==> src/rtl/goertzel_pkg.sv <==
// Shared definitions for the single-bin Goertzel datapath and its frame
// sequencer: state encoding, default sizes and the filter coefficient.
package goertzel_pkg;

    // Default widths and frame size for the 205-point DTMF-style bin.
    localparam int unsigned GZ_DATA_W    = 61;
    localparam int unsigned GZ_FRAME_LEN = 205;

    // 2*cos(2*pi*18/205) in signed Q2.16, used by the multiplier stage.
    localparam logic signed [17:0] GZ_COEF = 18'sd111626;

    typedef enum logic [2:0] {
        IDLE,
        CLEAR,
        RUN,
        DRAIN,
        CAPTURE,
        HOLD
    } state_t;

endpackage

==> src/rtl/goertzel_frame_ctrl_if.sv <==
// Handshake/bus bundle between the frame sequencer, the Goertzel core and
// the result consumer.
//   master : sequencer view (drives sample_ready, core_en/clr, result)
//   slave  : environment view (drives samples, core y1/y2, res_ready)
interface goertzel_frame_ctrl_if
    import goertzel_pkg::*;
#(
    parameter int unsigned DATA_W = GZ_DATA_W
) ();

    logic                     sample_valid;
    logic                     sample_ready;
    logic                     core_en;
    logic                     core_clr;
    logic signed [DATA_W-1:0] core_y1;
    logic signed [DATA_W-1:0] core_y2;
    logic                     res_valid;
    logic                     res_ready;
    logic signed [DATA_W-1:0] res_y1;
    logic signed [DATA_W-1:0] res_y2;

    modport master (
        input  sample_valid, core_y1, core_y2, res_ready,
        output sample_ready, core_en, core_clr, res_valid, res_y1, res_y2
    );

    modport slave (
        output sample_valid, core_y1, core_y2, res_ready,
        input  sample_ready, core_en, core_clr, res_valid, res_y1, res_y2
    );

endinterface

==> src/rtl/goertzel_frame_cnt.sv <==
// Up-counter with synchronous clear and enable plus a terminal-count flag.
// The terminal value is an input so one counter serves both the sample
// count and the pipeline drain wait.
//   clk, rst   : clock, async active-low reset
//   clr_i      : synchronous clear to 0 (wins over en_i)
//   en_i       : increment
//   term_i     : terminal value
//   tc_o       : count equals term_i
module goertzel_frame_cnt #(
    parameter int unsigned CW = 8
) (
    input  logic          clk,
    input  logic          rst,
    input  logic          clr_i,
    input  logic          en_i,
    input  logic [CW-1:0] term_i,
    output logic          tc_o
);

    logic [CW-1:0] cnt_q;
    logic [CW-1:0] cnt_d;

    always_comb begin
        cnt_d = cnt_q;
        if (clr_i) begin
            cnt_d = '0;
        end else if (en_i) begin
            cnt_d = cnt_q + 1'b1;
        end
    end

    always_ff @(posedge clk or negedge rst) begin
        if (!rst) begin
            cnt_q <= '0;
        end else begin
            cnt_q <= cnt_d;
        end
    end

    assign tc_o = (cnt_q == term_i);

endmodule

==> src/rtl/goertzel_frame_ctrl.sv <==
// Frame sequencer for the Goertzel core: clears the core, gates FRAME_LEN
// samples in via valid/ready, waits for the pipeline to drain, then captures
// y1/y2 into a result register offered downstream via valid/ready.
//   clk, rst : clock, async active-low reset
//   start    : begin a frame (IDLE only)
//   abort    : synchronous return to IDLE
//   busy     : state != IDLE
//   overrun  : sticky, unread result overwritten (continuous build only)
//   bus      : sample / core / result handshakes (master modport)
// Build option: define GOERTZEL_CTRL_CONTINUOUS_EN for back-to-back frames
// (CAPTURE goes straight to CLEAR; overrun becomes live).
module goertzel_frame_ctrl
    import goertzel_pkg::*;
#(
    parameter int unsigned FRAME_LEN = GZ_FRAME_LEN,
    parameter int unsigned CNT_W     = 8,
    parameter int unsigned DATA_W    = GZ_DATA_W,
    parameter int unsigned CORE_LAT  = 1
) (
    input  logic                   clk,
    input  logic                   rst,
    input  logic                   start,
    input  logic                   abort,
    output logic                   busy,
    output logic                   overrun,
    goertzel_frame_ctrl_if.master  bus
);

    // Counter is widened to at least 3 bits so it can also time a drain of
    // up to 6 cycles on small frames.
    localparam int unsigned   CW         = (CNT_W > 3) ? CNT_W : 3;
    localparam logic [CW-1:0] LAST_SMP   = CW'(FRAME_LEN - 1);
    localparam logic [CW-1:0] DRAIN_LAST = CW'((CORE_LAT > 1) ? (CORE_LAT - 2) : 0);

    state_t state_q, state_d;

    logic          hs;
    logic          cap;
    logic          cnt_clr;
    logic          cnt_en;
    logic          cnt_tc;
    logic [CW-1:0] cnt_term;

    logic                     res_valid_q, res_valid_d;
    logic signed [DATA_W-1:0] res_y1_q, res_y1_d;
    logic signed [DATA_W-1:0] res_y2_q, res_y2_d;

    assign hs  = bus.sample_valid && (state_q == RUN);
    assign cap = (state_q == CAPTURE);

    goertzel_frame_cnt #(
        .CW (CW)
    ) u_cnt (
        .clk    (clk),
        .rst    (rst),
        .clr_i  (cnt_clr),
        .en_i   (cnt_en),
        .term_i (cnt_term),
        .tc_o   (cnt_tc)
    );

    always_comb begin
        state_d  = state_q;
        cnt_clr  = 1'b0;
        cnt_en   = 1'b0;
        cnt_term = LAST_SMP;
        case (state_q)
            IDLE: begin
                if (start) state_d = CLEAR;
            end
            CLEAR: begin
                cnt_clr = 1'b1;
                state_d = RUN;
            end
            RUN: begin
                if (hs) begin
                    if (cnt_tc) begin
                        cnt_clr = 1'b1;
                        state_d = (CORE_LAT > 1) ? DRAIN : CAPTURE;
                    end else begin
                        cnt_en = 1'b1;
                    end
                end
            end
            DRAIN: begin
                cnt_term = DRAIN_LAST;
                if (cnt_tc) begin
                    cnt_clr = 1'b1;
                    state_d = CAPTURE;
                end else begin
                    cnt_en = 1'b1;
                end
            end
            CAPTURE: begin
`ifdef GOERTZEL_CTRL_CONTINUOUS_EN
                state_d = CLEAR;
`else
                state_d = HOLD;
`endif
            end
            HOLD: begin
                if (res_valid_q && bus.res_ready) state_d = IDLE;
            end
            default: state_d = IDLE;
        endcase
        if (abort) begin
            state_d = IDLE;
            cnt_clr = 1'b1;
            cnt_en  = 1'b0;
        end
    end

    always_ff @(posedge clk or negedge rst) begin
        if (!rst) begin
            state_q <= IDLE;
        end else begin
            state_q <= state_d;
        end
    end

    // The result register only loads in CAPTURE and clears on its own
    // handshake, so the same logic serves both builds (in the default build
    // res_valid is only ever high in HOLD).
    always_comb begin
        res_valid_d = res_valid_q;
        res_y1_d    = res_y1_q;
        res_y2_d    = res_y2_q;
        if (abort) begin
            res_valid_d = 1'b0;
        end else if (cap) begin
            res_valid_d = 1'b1;
            res_y1_d    = bus.core_y1;
            res_y2_d    = bus.core_y2;
        end else if (res_valid_q && bus.res_ready) begin
            res_valid_d = 1'b0;
        end
    end

    always_ff @(posedge clk or negedge rst) begin
        if (!rst) begin
            res_valid_q <= 1'b0;
            res_y1_q    <= '0;
            res_y2_q    <= '0;
        end else begin
            res_valid_q <= res_valid_d;
            res_y1_q    <= res_y1_d;
            res_y2_q    <= res_y2_d;
        end
    end

`ifdef GOERTZEL_CTRL_CONTINUOUS_EN
    logic overrun_q, overrun_d;

    always_comb begin
        overrun_d = overrun_q;
        if (abort) begin
            overrun_d = 1'b0;
        end else if (cap && res_valid_q && !bus.res_ready) begin
            overrun_d = 1'b1;
        end else if (start && (state_q == IDLE)) begin
            overrun_d = 1'b0;
        end
    end

    always_ff @(posedge clk or negedge rst) begin
        if (!rst) begin
            overrun_q <= 1'b0;
        end else begin
            overrun_q <= overrun_d;
        end
    end

    assign overrun = overrun_q;
`else
    assign overrun = 1'b0;
`endif

    assign busy             = (state_q != IDLE);
    assign bus.sample_ready = (state_q == RUN);
    assign bus.core_en      = hs;
    assign bus.core_clr     = (state_q == CLEAR);
    assign bus.res_valid    = res_valid_q;
    assign bus.res_y1       = res_y1_q;
    assign bus.res_y2       = res_y2_q;

endmodule

==> src/flat_wrapper.sv <==
// flat-port wrapper written by rule: the top's interface ports become plain ports
module goertzel_frame_ctrl_flat import goertzel_pkg::*;
#(
    parameter int unsigned FRAME_LEN = GZ_FRAME_LEN,
    parameter int unsigned CNT_W     = 8,
    parameter int unsigned DATA_W    = GZ_DATA_W,
    parameter int unsigned CORE_LAT  = 1
)
  (clk, rst, start, abort, busy, overrun, bus_sample_valid, bus_core_y1, bus_core_y2, bus_res_ready, bus_sample_ready, bus_core_en, bus_core_clr, bus_res_valid, bus_res_y1, bus_res_y2);
  goertzel_frame_ctrl_if #(.DATA_W(DATA_W)) bus_i ();
  input  logic clk;
  input  logic rst;
  input  logic start;
  input  logic abort;
  output logic busy;
  output logic overrun;
  input wire logic [$bits(bus_i.sample_valid)-1:0] bus_sample_valid;
  input wire logic [$bits(bus_i.core_y1)-1:0] bus_core_y1;
  input wire logic [$bits(bus_i.core_y2)-1:0] bus_core_y2;
  input wire logic [$bits(bus_i.res_ready)-1:0] bus_res_ready;
  output wire logic [$bits(bus_i.sample_ready)-1:0] bus_sample_ready;
  output wire logic [$bits(bus_i.core_en)-1:0] bus_core_en;
  output wire logic [$bits(bus_i.core_clr)-1:0] bus_core_clr;
  output wire logic [$bits(bus_i.res_valid)-1:0] bus_res_valid;
  output wire logic [$bits(bus_i.res_y1)-1:0] bus_res_y1;
  output wire logic [$bits(bus_i.res_y2)-1:0] bus_res_y2;
  assign bus_i.sample_valid = bus_sample_valid;
  assign bus_i.core_y1 = bus_core_y1;
  assign bus_i.core_y2 = bus_core_y2;
  assign bus_i.res_ready = bus_res_ready;
  assign bus_sample_ready = bus_i.sample_ready;
  assign bus_core_en = bus_i.core_en;
  assign bus_core_clr = bus_i.core_clr;
  assign bus_res_valid = bus_i.res_valid;
  assign bus_res_y1 = bus_i.res_y1;
  assign bus_res_y2 = bus_i.res_y2;
  goertzel_frame_ctrl #(.FRAME_LEN(FRAME_LEN), .CNT_W(CNT_W), .DATA_W(DATA_W), .CORE_LAT(CORE_LAT)) u_core (.clk(clk), .rst(rst), .start(start), .abort(abort), .busy(busy), .overrun(overrun), .bus(bus_i));
endmodule
==> config.mk <==
export PLATFORM = sky130hd
export DESIGN_NAME = goertzel_frame_ctrl_flat
export DESIGN_NICKNAME = d
export VERILOG_FILES = /design/src/rtl/goertzel_pkg.sv /design/src/rtl/goertzel_frame_ctrl_if.sv /design/src/rtl/goertzel_frame_cnt.sv /design/src/rtl/goertzel_frame_ctrl.sv /design/src/flat_wrapper.sv
export SDC_FILE = /design/constraint.sdc
export NUM_CORES = 1
export LEC_CHECK = 0
export ABC_AREA = 1
export BUFFER_PORTS_ARGS = -buffer_cell sky130_fd_sc_hd__buf_2
export CAP_MARGIN = 20
export CORE_MARGIN = 2
export CORE_UTILIZATION = 35
export DETAILED_ROUTE_END_ITERATION = 7
export PLACE_DENSITY = 0.76
export SKIP_CTS_REPAIR_TIMING = 1
export SYNTH_ARGS = -nofsm -noshare
export SYNTH_HDL_FRONTEND = slang
export SYNTH_SLANG_ARGS = --single-unit
==> constraint.sdc <==
create_clock -name clk -period 1.4 [get_ports clk]
set_input_delay 0.28 -clock clk [delete_from_list [all_inputs] [get_ports clk]]
set_output_delay 0.28 -clock clk [all_outputs]
set_load 0.02 [all_outputs]
==> metrics.txt <==
Final Util 52.3%; final worst-path cycle share 119%; GRT Overall Usage 14.6%; dpl hpwl roughly 10000 µm; clk_skew 0.00836 ns; Clock Power Share roughly a quarter; layout cells sized above 1 about two thirds; Syn Std Cell Area 0.00562 mm²; RSZ-0062 raised after global routing true; Cell Pwr Density 2330 mW/mm²; switching part of the total 36.2%; final hold vios 0; Core ar. 0.0158 mm²; die area approximately 0.017 mm²; Post-DRT Antenna Nets 0; # fillers 1,367; reg-to-reg slack, setup -0.26 ns; part of the power in registers approximately 34%; vias in the first global route 3,963; Critical path origin u_core.state_q[1]; Req. time, crit path 1.70 ns; 1st-pass router iterations 4; violations in the final reports setup timing; first-pass GRT wire length about 19,000 µm; Rows 46; Clk pin slew, worst setup/hold paths 0.06 ns; nets 818; critical path arrival 1.96 ns; Combinational Power Share ~43%; Final min period approximately 1.7 ns; CTS tree built; initial antenna violation count 1; cell count after synthesis slightly below 400; max-cap check violation count 0; worst min-delay path class input port to register; f_max 602 MHz; Static Leakage 0.00449 µW; non-filler cells, final 917; R2R Path End u_core.bus.res_y1[20]; initial core utilization 35.7%; DIE WIDTH 131 µm; post-route cell area around 0.0083 mm²; Sw Pwr between 6000 and 7000 µW; Post-DP Area 0.00734 mm²; WHS slightly above 0.09 ns; worst-path cell chain buf_4 -> nor3_4 -> buf_6 -> nand2_8 -> buf_12 -> mux2_4; WHS Endpoint u_core.bus.res_y1[39]; final WL 13,700 µm; iteration-0 DRC count of the detailed router 149; area delta synth->final 46.8%; Top Family by Delay on Critical Path buffers and inverters; Crit Reg-Reg Startpoint u_core.state_q[1]; worst-path fanout max 33; Avg Cell Area, Syn 14.4 µm²; Critical Path Slowest Stage Cell dfrtp_1; most frequent cells in the layout 250 x buf_2, 133 x dfrtp_1, 64 x mux2_2; Register Area 0.00335 mm²; Syn Nets 520; CTS max path bufs 2; hold path depth 2; Multi-input gate area 0.00217 mm²; register area share after synthesis about three fifths; CTS root buf clkbuf_16; Worst VDD drop 1.14 mV; Worst Path Buf+Inv 3; Final Worst Setup Slack -0.260 ns; commonest non-fill, non-tap cell in the layout buf_2; Placer Congestion 0.752; post-synth cell types 23; yosys warns 0; max-slew violations 0; reg2reg path depth 6; critical path startpoint category register; register bit count reported by yosys 134; global route overflow 0; H-Tree Depth 4; max incr delay on CP 0.39 ns; worst skew pair latency just over 0.4 ns; Top Ports 256; Die Height 131 µm; Power Total 19,300 µW; vias per cell 4.49; Num CTS Buffers 17; CTS sink cnt 134; WL per Instance 15.0 µm; min-delay src bus_core_y1[39]; status complete, but fails checks; largest net degree at the start of global routing 48; IO Port Bufs 254; Pint 12,300 µW; endpoints failing setup roughly 130; Cells after DPL 872; Worst setup EP type register; Via Count 4,113; DRC viols 0; Setup CP Type register to register
-- routing by layer --
layer  vias to the layer above  GRT usage [%]  part of all wire (%)
li1                       1935              -                     -
met4                         0           5.07                   1.1
met3                        11           7.37                    10
met5                         -              0                     0
met2                       189           24.1                    49
met1                      1978           16.5                    40
-- sequential cells by signal (all words and copies together) (netlist names) --
signal,cells
u_core.bus.res_y1,61
u_core.state_q,3
u_core.bus.res_y2,61
u_core.u_cnt.cnt_q,8
u_core.bus.res_valid,1
-- worst register-to-register path, cell delays in order, from the launching register on --
cell     delay, ns
dfrtp_1       0.39
buf_4         0.15
nor3_4        0.22
buf_6         0.15
nand2_8       0.09
buf_12        0.20
mux2_4        0.36
-- cell families (layout without fill, tap and decap cells) --
kind of cell | count (synthesis) | count (layout) | synth area share, %
multiplexers | 122 | 122 | 28.3
AND/OR/NAND/NOR | 90 | 91 | 7.32
AO/OA/AOI/OAI | 3 | 3 | 0.267
other | 1 | 2 | 0.0667
buffers and inverters | 35 | 344 | 3.49
adder cells (fa/ha/maj) | 2 | 2 | 0.445
XOR/XNOR | 3 | 3 | 0.467
flip-flops | 134 | 134 | 59.6
-- per-stage QoR --
step | worst slack (ns) | TNS (ns)
floorplan | -0.0580 | -3.36
global route | -0.329 | -32.97
CTS | -0.453 | -11.19
global placement | -0.0790 | -5.91
finish | -0.260 | -24.94
detailed placement | -0.114 | -8.95
-- final cells by class --
type,instances,area share [%]
diodes,1,0.0303
clock buffers,17,5.15
clock inverters,14,2.12
inverters,18,0.940
multi-input cells,222,26.3
flip-flops and latches,134,40.6
well taps,216,3.27
repair buffers,295,21.5
-- power groups by stage --
| stage | clock network, µW | logic (µW) | registers [µW] |
|---|---|---|---|
| floorplan | 0 | 2930 | 8580 |
| global placement | 0 | 7570 | 6520 |
| detailed placement | 0 | 7710 | 6570 |
| CTS | 4630 | 7720 | 6540 |
| global route | 4830 | 8780 | 6730 |
| finish | 4510 | 8220 | 6530 |
-- synth_stat cells --
master      n  area (µm²)
dfrtp_1   134        3350
mux2_2     64         721
mux2_4     58         871
nand2_1    45         169
inv_1      18        67.6
nor2_1     16        60.1
nand3_1    13        65.1
nand4_1    10        62.6
buf_2       7        35.0
buf_6       7        78.8
xor2_1      3        26.3
clkbuf_1    2        7.51
ha_1        2        25.0
o21ai_0     2        10.0
a21oi_1     1        5.00
buf_4       1        7.51
conb_1      1        3.75
nand2_2     1        6.26
nand3b_1    1        7.51
nand4_2     1        12.5
nor3_1      1        5.00
nor3_4      1        16.3
nor3b_1     1        7.51
-- worst max path at each step --
stage	end	cells after the start	slack, ns
after floorplan	u_core.bus.res_y1[11]	5	-0.06
after global placement	u_core.bus.res_y2[35]	4	-0.08
after detailed placement	u_core.bus.res_y2[55]	4	-0.11
after CTS	bus_core_clr	6	-0.45
after global routing	bus_sample_ready	4	-0.33
final	u_core.bus.res_y1[20]	6	-0.26
(Power assumes the default switching activity.)
